===== src/rtl/player_array.sv =====
// Game state machine plus per-player height, gravity and death tracking,
// advanced once per frame tick for NUM_PLAYERS players over NUM_LANES lanes.
module player_array #(
  parameter int NUM_PLAYERS = 4,
  parameter int NUM_LANES   = 3,
  parameter int LANE_PITCH  = 120,
  parameter int STEP        = 4,
  parameter int HEIGHT_W    = 9,
  parameter int SCORE_W     = 16
) (
  input  logic                             clk,
  input  logic                             reset,
  input  logic                             tick,
  input  logic                             start,
  input  logic [NUM_PLAYERS-1:0]           p_en,
  input  logic [NUM_PLAYERS-1:0]           toggle,
  input  logic [NUM_PLAYERS*NUM_LANES-1:0] lines,
  output logic [NUM_PLAYERS*HEIGHT_W-1:0]  height,
  output logic [NUM_PLAYERS-1:0]           grav_dir,
  output logic [NUM_PLAYERS-1:0]           in_play,
  output logic [NUM_PLAYERS-1:0]           dead,
  output logic                             enable_board,
  output logic                             game_over,
  output logic [2:0]                       winner,
  output logic                             winner_valid,
  output logic [SCORE_W-1:0]               score
);

  localparam logic [HEIGHT_W-1:0] MAX_H   = HEIGHT_W'(LANE_PITCH * (NUM_LANES + 1));
  localparam logic [HEIGHT_W-1:0] START_H = HEIGHT_W'(LANE_PITCH * ((NUM_LANES + 1) / 2));
  localparam logic [HEIGHT_W-1:0] STEP_H  = HEIGHT_W'(STEP);

  typedef enum logic [1:0] {IDLE, RUNNING, OVER} state_t;

  state_t                          state, state_next;
  logic                            start_q;
  logic [NUM_PLAYERS-1:0]          toggle_q, pending;
  logic                            start_edge;
  logic [NUM_PLAYERS-1:0]          toggle_edge, alive;
  logic [3:0]                      n_play, n_alive;

  logic [NUM_PLAYERS*HEIGHT_W-1:0] height_next;
  logic [NUM_PLAYERS-1:0]          grav_next, in_play_next, dead_next, pending_next;
  logic [SCORE_W-1:0]              score_next;
  logic [2:0]                      winner_next;
  logic                            winner_valid_next;
  logic [HEIGHT_W-1:0]             h_cur, h_new;
  logic                            supported;

  // A player standing exactly on a present lane surface touches it from
  // either side, so support does not depend on gravity direction.
  function automatic logic on_lane(input logic [HEIGHT_W-1:0] h,
                                   input logic [NUM_LANES-1:0] ln);
    logic hit;
    hit = 1'b0;
    for (int k = 0; k < NUM_LANES; k++)
      if (ln[k] && h == HEIGHT_W'(LANE_PITCH * (k + 1))) hit = 1'b1;
    return hit;
  endfunction

  function automatic logic [3:0] count_ones(input logic [NUM_PLAYERS-1:0] v);
    logic [3:0] n;
    n = '0;
    for (int i = 0; i < NUM_PLAYERS; i++) n = n + 4'(v[i]);
    return n;
  endfunction

  assign start_edge  = start & ~start_q;
  assign toggle_edge = toggle & ~toggle_q;
  assign alive       = in_play & ~dead;
  assign n_play      = count_ones(in_play);
  assign n_alive     = count_ones(alive);

  always_ff @(posedge clk or negedge reset) begin
    if (!reset) state <= IDLE;
    else        state <= state_next;
  end

  always_comb begin
    state_next        = state;
    height_next       = height;
    grav_next         = grav_dir;
    in_play_next      = in_play;
    dead_next         = dead;
    score_next        = score;
    winner_next       = winner;
    winner_valid_next = winner_valid;
    pending_next      = '0;
    h_cur             = '0;
    h_new             = '0;
    supported         = 1'b0;
    case (state)
      IDLE: begin
        if (start_edge && (|p_en)) begin
          in_play_next = p_en;
          dead_next    = ~p_en;
          grav_next    = '0;
          score_next   = '0;
          for (int i = 0; i < NUM_PLAYERS; i++)
            height_next[i*HEIGHT_W +: HEIGHT_W] = START_H;
          state_next   = RUNNING;
        end
      end
      RUNNING: begin
        if (tick) begin
          for (int i = 0; i < NUM_PLAYERS; i++) begin
            if (alive[i]) begin
              h_cur     = height[i*HEIGHT_W +: HEIGHT_W];
              supported = on_lane(h_cur, lines[i*NUM_LANES +: NUM_LANES]);
              if ((pending[i] || toggle_edge[i]) && supported) begin
                grav_next[i] = ~grav_dir[i];
              end else if (!supported) begin
                if (grav_dir[i]) h_new = (h_cur >= MAX_H - STEP_H) ? MAX_H : h_cur + STEP_H;
                else             h_new = (h_cur <= STEP_H) ? '0 : h_cur - STEP_H;
                height_next[i*HEIGHT_W +: HEIGHT_W] = h_new;
                if (h_new == '0 || h_new == MAX_H) dead_next[i] = 1'b1;
              end
            end
          end
          score_next = (&score) ? score : score + SCORE_W'(1);
        end else begin
          pending_next = pending | toggle_edge;
        end
        // Solo games end only when the lone player dies; otherwise last one standing wins.
        if ((n_play > 4'd1 && n_alive <= 4'd1) || (n_play == 4'd1 && n_alive == 4'd0)) begin
          state_next        = OVER;
          winner_valid_next = (n_alive == 4'd1);
          winner_next       = '0;
          for (int i = 0; i < NUM_PLAYERS; i++)
            if (alive[i]) winner_next = 3'(i);
        end
      end
      OVER: begin
        if (start_edge) begin
          state_next        = IDLE;
          in_play_next      = '0;
          dead_next         = '0;
          winner_next       = '0;
          winner_valid_next = 1'b0;
        end
      end
      default: state_next = IDLE;
    endcase
  end

  always_ff @(posedge clk or negedge reset) begin
    if (!reset) begin
      start_q      <= 1'b0;
      toggle_q     <= '0;
      pending      <= '0;
      height       <= {NUM_PLAYERS{START_H}};
      grav_dir     <= '0;
      in_play      <= '0;
      dead         <= '0;
      score        <= '0;
      winner       <= '0;
      winner_valid <= 1'b0;
      enable_board <= 1'b0;
      game_over    <= 1'b0;
    end else begin
      start_q      <= start;
      toggle_q     <= toggle;
      pending      <= pending_next;
      height       <= height_next;
      grav_dir     <= grav_next;
      in_play      <= in_play_next;
      dead         <= dead_next;
      score        <= score_next;
      winner       <= winner_next;
      winner_valid <= winner_valid_next;
      enable_board <= (state_next == RUNNING);
      game_over    <= (state_next == OVER);
    end
  end

endmodule


===== config.mk =====
export PLATFORM = sky130hd
export DESIGN_NAME = player_array
export DESIGN_NICKNAME = d
export VERILOG_FILES = /design/src/rtl/player_array.sv
export SDC_FILE = /design/constraint.sdc
export NUM_CORES = 1
export LEC_CHECK = 0
export BUFFER_PORTS_ARGS = -buffer_cell sky130_fd_sc_hd__clkbuf_2
export CAP_MARGIN = 15
export CORE_MARGIN = 2
export CORE_UTILIZATION = 30
export CTS_CLUSTER_DIAMETER = 80
export CTS_CLUSTER_SIZE = 16
export DETAILED_ROUTE_END_ITERATION = 7
export GPL_ROUTABILITY_DRIVEN = 1
export GPL_TIMING_DRIVEN = 0
export MAX_ROUTING_LAYER = met4
export PLACE_DENSITY_LB_ADDON = 0.1
export SYNTH_ARGS = -nofsm -noshare
export SYNTH_HDL_FRONTEND = slang
export SYNTH_SLANG_ARGS = --single-unit
export TNS_END_PERCENT = 20

===== constraint.sdc =====
create_clock -name clk -period 4.76 [get_ports clk]
set_input_delay 0.476 -clock clk [delete_from_list [all_inputs] [get_ports clk]]
set_output_delay 0.476 -clock clk [all_outputs]
set_load 0.02 [all_outputs]

==> results of run 1 <==
-- how the worst max path moves through the flow --
stage               cells after the start         to  slack [ps]
floorplan                               9    dead[0]        1950
global placement                        9  score[13]        1420
detailed placement                      9  score[13]        1410
CTS                                     9  score[13]        1400
global route                            9  score[15]        1090
finish                                  9  score[13]        1460
-- flip-flops by register name, summed over array words and instances, names as in the netlist --
name,count
winner,2
winner_valid,1
in_play,4
dead,4
grav_dir,4
start_q,1
state,2
game_over,1
enable_board,1
score,16
pending,4
height,36
toggle_q,4
-- kinds of logic after synthesis --
| logic type | count (synthesis) | share of synthesized area (%) |
|---|---|---|
| and+or+nand+nor | 287 | 26.3 |
| AOI/OAI and AO/OA | 167 | 20.5 |
| DFF | 80 | 35.0 |
| buffers and inverters | 76 | 5.86 |
| adders and majority gates | 33 | 7.29 |
| xor gates and xnor gates | 23 | 3.49 |
| muxes | 8 | 1.47 |
| other | 1 | 0.0650 |
-- layer usage --
layer,GRT usage [%],up-vias
met5,-,-
met3,3.09,16
li1,-,2653
met4,4.74,0
met2,27.5,140
met1,25.1,2625
-- final cells by class --
class | count | area [um2] | area share, %
Tap cell | 234 | 293 | 4.28
Buffer | 38 | 195 | 2.85
Multi-Input combinational cell | 519 | 3410 | 49.8
Inverter | 38 | 143 | 2.08
Clock inverter | 5 | 56.3 | 0.822
Timing Repair Buffer | 93 | 490 | 7.16
Sequential cell | 80 | 2020 | 29.5
Clock buffer | 10 | 239 | 3.49
-- per-stage QoR --
stage          hold WS, ps  util, %  instances  setup slack [ps]  power [mW]
2_1_floorplan          180        -        675              1950        2.93
4_1_cts               49.6     36.5       1017              1400        4.45
3_5_place_dp           419     34.9       1002              1410        3.73
3_3_place_gp           468     34.8       1001              1420        3.72
5_1_grt               64.6     36.5       1017              1090        4.80
6_report              52.5     36.5       1017              1460        4.44
-- layout by cell type (no fill, tap or decap), types with 7 or more instances in the layout --
master / count
and2_1: 13
nand2_1: 72
and3_1: 8
o21ai_0: 17
clkbuf_16: 9
o22ai_1: 10
clkbuf_1: 27
o21ai_1: 9
xor2_1: 17
nor4_1: 11
or3_1: 7
o31ai_1: 7
and4_1: 7
a31oi_1: 10
nand3_1: 22
nor2_1: 63
dfrtp_1: 64
ha_1: 32
dfstp_2: 16
a21oi_1: 39
clkbuf_2: 91
nor2b_1: 11
nand2b_1: 7
inv_1: 38
nor3_1: 14
nand4_1: 9
-- power by group through the flow --
stage / sequential (mW) / clock [mW] / combinational (mW)
floorplan: 1.25 / 0 / 1.69
global placement: 1.13 / 0 / 2.59
detailed placement: 1.12 / 0 / 2.60
CTS: 1.11 / 0.719 / 2.62
global route: 1.14 / 0.751 / 2.90
finish: 1.11 / 0.701 / 2.62
==> results.toml, run 1 <==
[power_and_ir_drop]
power.share.clock_pct = 15.8
combPwrFrac_pct = 59.1
powerDensity_nw_per_um2 = 648
swShare_pct = 49.5
p_leak_nw = 3.03
max-vdd-ir-drop_uv = 230
seqPwrFrac_pct = 25.1
p_sw_mw = 2.19
power.internal_mw = 2.24

[timing]
setup_viol = 0
slew_headroom_pct = 27.1
period_share_pct = 69.3
worst_pin_slew_ps = 1080
clock_skew_ps = 5.09
hold_viol = 0
fin_setup_tns_ps = 0
rsz0062_at_grt = "no"
report.final.slew_viol_count = 0
period_needed_ps = 3300
max_freq_mhz = 303

[placement]
placed_area_um2 = 6550
hpwl_um = 13200
place.gp.congestion = 0.847
port_buffers = 92

[final_layout]
nFillCells = 2022
layout-drive-gt1-share_pct = 19.3
area_growth_pct = 18.7
antenna_cells = 0
finalInstanceArea_um2 = 6850
nets = 836

[floorplan]
fp.dieH_um = 143
die_w_um = 143
rows = 50
initial_core_util_pct = 30.7
core-area_um2 = 18800
dieArea_um2 = 20400
ios = 94

[clock_tree]
ctsResizeCount = 0
htreeDepth = 3
cts_buffer_depth = 2
cts_buffers = 9
cts.sinks = 80
post_cts_buffers = 0
clock_latency_ps = 340
cts_hold_buf = 0
tritoncts = "built"
clkTransAtPathRegs_ps = 60
cts_root_buf = "clkbuf_16"

[grt]
grt_use_total_pct = 18.1
grt_pass1_vias = 5237
grt_pass1_wl_um = 28300
grt_max_degree = 64
overflow = 0
antenna_found_initial = 0

[yosys]
post-synth-top-count-cell = "nand2_1"
ys.flop_type = "dfrtp_1"
syn_nets = 732
netlist.area_leader.share_pct = 27.8
yosys.area.top_type = "dfrtp_1"
synthTopCellsByCount = "72 x nand2_1, 64 x dfrtp_1, 63 x nor2_1"
ys_ff_latch = 80
syn_avg_cell_area_um2 = 8.55
synth_seq_area_share_pct = 35.0
syn_inst = 675
synth_edf_count = 0
ys_types = 88
synth_warnings = 0
async_reset_ff_share_pct = 100
synth_area_leaders = "dfrtp_1 28%, dfstp_2 7.3%, ha_1 6.9%"
netlist_area_um2 = 5770

[routing]
via_per_inst = 5.34
wl_per_cell_um = 17.3
drt-met1-wl_um = 8800
final_antenna_net_count = 0
wl_met2_um = 7880
wl_met3_um = 742
drc_errors = 0
vias = 5434
drt-total-wl_um = 17600
first_pass_iters = 4
maxUsedRoutingLayer = "met4"
drt_iter0_drc = 263

[critical_path]
cpPeakStageDelay_ps = 820
critical_path.top_delay_family = "compound AO/OA/AOI/OAI gates"
end_kind = "flop"
worstPathArrival_ps = 3510
r2r_cells = 9
cp_num_buf_inv = 2
start_kind = "flop"
cp-startpoint = "state[0]"
crit_required_ps = 4980
r2r_end = "score[13]"
path_cells = "inv_1 -> ha_1 -> inv_1 -> o31ai_2 -> o211ai_1 -> nor4_1 -> nand3_1 -> xor2_1 -> nor2_1"
crit_top_cell = "inv_1"
path_max_fanout = 10
cp_slowest_cell = "o31ai_2"
r2r_start = "state[0]"
crit_type = "reg -> reg"
rrSetupSlack_ps = 1460

[run_status]
status = "complete, no violations"

[worst_hold_path]
hold_class = "in -> async"

[job]
maxCapViolCount = 0
No activity file was read; power rests on OpenSTA's default activity.
==> inputs of run 2 (changes only) <==
- clock period: 4.76 -> 3 ns (I/O delays scaled with it)
==> run 2 against run 1 <==
Cell count increased by 0.69%. Sequential power increased by 59%. Sequential cell count unchanged. Largest cell class unchanged.
==> results.toml, run 2 (synthesis results as in run 1) <==
[critical_path]
crit_type = "reg -> reg"
crit_required_ps = 3230
cp-startpoint = "height[21]"
r2r_start = "height[21]"
worstPathArrival_ps = 3130
start_kind = "flop"
end_kind = "flop"
path_max_fanout = 9

[floorplan]
fp.dieH_um = 143
rows = 50
dieArea_um2 = 20400
core-area_um2 = 18800
die_w_um = 143
ios = 94
initial_core_util_pct = 30.7

[timing]
max_freq_mhz = 344
period_needed_ps = 2910
holdWs_ps = 79.8
setup_viol = 0
clock_skew_ps = 4.92
fin_setup_tns_ps = 0
period_share_pct = 96.9
report.final.slew_viol_count = 0
rsz0062_at_grt = "yes"
worst_pin_slew_ps = 665
slew_headroom_pct = 55.0
layout_setup_ws_ps = 94.3
hold_viol = 0

[grt]
grt_pass1_vias = 5245
grt_max_degree = 64
grt_use_total_pct = 18.2
overflow = 0
antenna_found_initial = 0
grt_pass1_wl_um = 28500

[placement]
hpwl_um = 13200
port_buffers = 92
place_inst = 1002
preCtsSetupSlack_ps = -353
place.gp.congestion = 0.847

[routing]
drt-total-wl_um = 17600
via_per_inst = 5.34
first_pass_iters = 4
final_antenna_net_count = 0
drc_errors = 0
wl_per_cell_um = 17.2
vias = 5467
drt_iter0_drc = 239

[final_layout]
final_common_cell = "clkbuf_2"
final_cell_mix = "93 x clkbuf_2, 71 x nand2_1, 62 x nor2_1, 60 x dfrtp_1, 39 x a21oi_1"
top_register = "height"
area_growth_pct = 21.3
antenna_cells = 0
reg_top3 = "height (36), score (16)"
instances_no_fill = 1024
largest_reg_flops = 36
layout-drive-gt1-share_pct = 22.7
nets = 843

[clock_tree]
htreeDepth = 3
cts.sinks = 80
tritoncts = "built"
clkTransAtPathRegs_ps = 60
clock_latency_ps = 340
cts_buffer_depth = 2
cts_buffers = 9
cts_root_buf = "clkbuf_16"

[worst_hold_path]
hold_class = "in -> reg"
hold_start = "start"

[power_and_ir_drop]
powerDensity_nw_per_um2 = 1020
p_leak_nw = 3.08
finalPower_mw = 7.17
max-vdd-ir-drop_uv = 365

[job]
maxCapViolCount = 0

[run_status]
status = "complete, no violations"
run 2: power by group:
group	switching [mW]	internal (mW)	leakage [nW]
Sequential	0.345	1.43	1.01
Combinational	2.74	1.55	1.92
Clock	0.447	0.663	0.145
Total	3.53	3.63	3.08
run 2: final timing paths:
check / depth (start not counted) / slack [ps] / endpoint
max in group asynchronous: 3 / 1910 / height[33]
min in group asynchronous: 2 / 420 / height[21]
worst max-delay path: 9 / 90 / dead[2]
worst min-delay path: 1 / 80 / start_q
worst min register to register: 2 / 480 / pending[0]
worst max register to register: 9 / 90 / dead[2]
run 2: critical path, stage by stage (launching register included):
cell and delay, ps:
dfrtp_2 470, inv_1 120, ha_1 150, or3b_2 470, a211oi_4 310, nor4_1 90
a211o_1 310, nand4b_1 230, a311oi_2 310, mux2_1 340
run 2: repair_timing:
item / in CTS / in global routing
hold endpoints to repair: 9 / 0
setup buffers: 1 / 5
endpoints found under the setup margin: 9 / 43
resized for setup: 5 / 22
pin swaps: 1 / 7
hold buffers: 1 / 0
run 2: layer usage:
| metal | vias up | wire (um) | track usage [%] |
|---|---|---|---|
| met5 | - | 0 | - |
| met4 | 0 | 202 | 4.74 |
| met3 | 16 | 793 | 3.09 |
| met2 | 136 | 7870 | 27.6 |
| met1 | 2650 | 8760 | 25.2 |
| li1 | 2665 | - | - |
run 2: through the flow:
step | utilization, % | cell area, um2
4_1_cts | 36.8 | 6900
3_5_place_dp | 34.9 | 6550
6_report | 37.3 | 7000
2_1_floorplan | - | 5770
5_1_grt | 37.3 | 7000
3_3_place_gp | 34.8 | 6520
run 2: layout make-up:
cell class / count / area (um2)
Multi-Input combinational cell: 519 / 3490
Tap cell: 234 / 293
Sequential cell: 80 / 2030
Clock inverter: 5 / 56.3
Timing Repair Buffer: 100 / 546
Inverter: 38 / 143
Buffer: 38 / 198
Fill cell: 2016 / 11800
Clock buffer: 10 / 239
==> inputs of run 3 (changes only) <==
- CELL_PAD_IN_SITES_DETAIL_PLACEMENT: not set -> 1
- CELL_PAD_IN_SITES_GLOBAL_PLACEMENT: not set -> 2
==> run 3 against run 2 <==
Power is 0.13% higher. First-iteration DRC count decreased by 21%. Via count grew 0.80%. Worst setup slack lost 92 ps. Critical endpoint unchanged.
==> results.toml, run 3 (synthesis results as in run 1) <==
[run_status]
status = "complete, no violations"

[grt]
grtUsageMet2_pct = 32.7
grt_pass1_vias = 5717
use_met3_pct = 2.41
busiest_layer = "met2"
overflow = 0
grt_use_total_pct = 19.7
grt_pass1_wl_um = 30700
met1_usage_pct = 25.8
grt_max_degree = 44
antenna_found_initial = 1

[job]
maxCapViolCount = 0

[floorplan]
ios = 94
dieArea_um2 = 20400
rows = 50
die_w_um = 143
fp.dieH_um = 143
initial_core_util_pct = 30.7
core-area_um2 = 18800

[clock_tree]
clkTransAtPathRegs_ps = 60
cts.sinks = 80
htreeDepth = 3
cts_root_buf = "clkbuf_16"
cts_buffers = 9
cts_buffer_depth = 2
clock_latency_ps = 350
tritoncts = "built"

[critical_path]
worstPathArrival_ps = 3230
start_kind = "flop"
r2r_cells = 9
cp_num_buf_inv = 1
cp_slowest_cell = "dfrtp_1"
r2r_start = "height[21]"
path_cells = "inv_1 -> ha_1 -> or3b_2 -> a211oi_4 -> nor4_1 -> a211o_1 -> nand4b_1 -> a311oi_1 -> mux2_1"
cpPeakStageDelay_ps = 490
critical_path.top_delay_family = "compound AO/OA/AOI/OAI gates"
crit_type = "reg -> reg"
path_max_fanout = 9
rrSetupSlack_ps = 2
crit_required_ps = 3230
end_kind = "flop"
r2r_end = "dead[2]"

[final_layout]
largest_reg_flops = 36
instances_no_fill = 1026
top_register = "height"
layout-drive-gt1-share_pct = 23.1
nFillCells = 2231
area_growth_pct = 21.3
final_cell_mix = "93 x clkbuf_2, 71 x nand2_1, 62 x nor2_1, 61 x dfrtp_1, 39 x a21oi_1"
postLayoutCoreUtil_pct = 37.3
reg_top3 = "height (36), score (16)"
final_common_cell = "clkbuf_2"
nets = 843

[timing]
max_freq_mhz = 334
report.final.slew_viol_count = 0
clock_skew_ps = 9.36
period_share_pct = 99.9
rsz0062_at_grt = "yes"
slew_headroom_pct = 52.9
layout_setup_ws_ps = 2.02
setup_viol = 0
hold_viol = 0
worst_pin_slew_ps = 700
period_needed_ps = 3000

[routing]
first_pass_iters = 4
drc_errors = 0
drt_iter0_drc = 190
vias = 5511
via_per_inst = 5.37
final_antenna_net_count = 0
drt-total-wl_um = 19100
wl_per_cell_um = 18.6

[power_and_ir_drop]
seqPwrFrac_pct = 24.7
powerDensity_nw_per_um2 = 1030
swShare_pct = 50.5
max-vdd-ir-drop_uv = 364
p_sw_mw = 3.63
p_leak_nw = 3.08
power.internal_mw = 3.55
power.share.clock_pct = 14.8
combPwrFrac_pct = 60.5

[placement]
hpwl_um = 14400
preCtsSetupSlack_ps = -406
port_buffers = 92
place.gp.congestion = 0.869
place_inst = 1002

[worst_hold_path]
holdPathEnd = "toggle_q[2]"
hold_class = "in -> reg"
hold_start = "toggle[2]"
whs_path_depth = 1
## run 3: cell types whose count changed in the layout (fill, tap and decap cells not counted), sizes merged
cell | before | now
clkinv | 2 | 5
clkbuf | 129 | 127
buf | 18 | 19
bufinv | 1 | 0
clkinvlp | 1 | 0
diode | 0 | 1
inv | 39 | 40
## run 3: worst max-delay path by stage
stage,start,end,slack (ps),cells after the start
2_1_floorplan,height[3],dead[0],190,9
4_1_cts,height[12],dead[1],-20,10
6_report,height[21],dead[2],2,9
3_3_place_gp,state[0],score[13],-350,9
3_5_place_dp,state[0],score[13],-410,9
5_1_grt,height[21],dead[2],-200,9
## run 3: metrics by stage
stage	hold WS [ps]	setup TNS [ps]	total power, mW	cell area [um2]
6_report	79.5	0	7.18	7000
5_1_grt	70.9	-269	7.81	7000
4_1_cts	69.3	-32.1	7.15	6910
3_5_place_dp	359	-2210	6.01	6550
3_3_place_gp	437	-1630	5.92	6520
2_1_floorplan	4.41	0	4.66	5770
## run 3: final cells by class
class | count | area, um2 | area share [%]
Antenna cell | 1 | 2.50 | 0.0358
Buffer | 37 | 194 | 2.77
Clock buffer | 9 | 225 | 3.22
Clock inverter | 7 | 56.3 | 0.805
Inverter | 38 | 143 | 2.04
Multi-Input combinational cell | 519 | 3500 | 50.1
Sequential cell | 80 | 2030 | 29.0
Tap cell | 234 | 293 | 4.19
Timing Repair Buffer | 101 | 553 | 7.91
## run 3: timing repair
action | in CTS | in global routing
endpoints found under the setup margin | 12 | 44
buffers inserted | 3 | 4
pin swaps | 4 | 5
hold endpoints to repair | 33 | 0
hold buffers | 1 | 0
gates resized for setup | 7 | 22
## run 3: power by group through the flow
stage	combinational (mW)	sequential (mW)	clock (mW)
floorplan	2.67	1.98	0
global placement	4.13	1.79	0
detailed placement	4.21	1.80	0
CTS	4.26	1.78	1.10
global route	4.84	1.82	1.15
finish	4.34	1.77	1.06
## run 3: routing by layer
layer	up-vias	wire, um
met5	-	0
met4	0	167
met3	13	543
met2	85	9480
met1	2752	8880
li1	2661	-
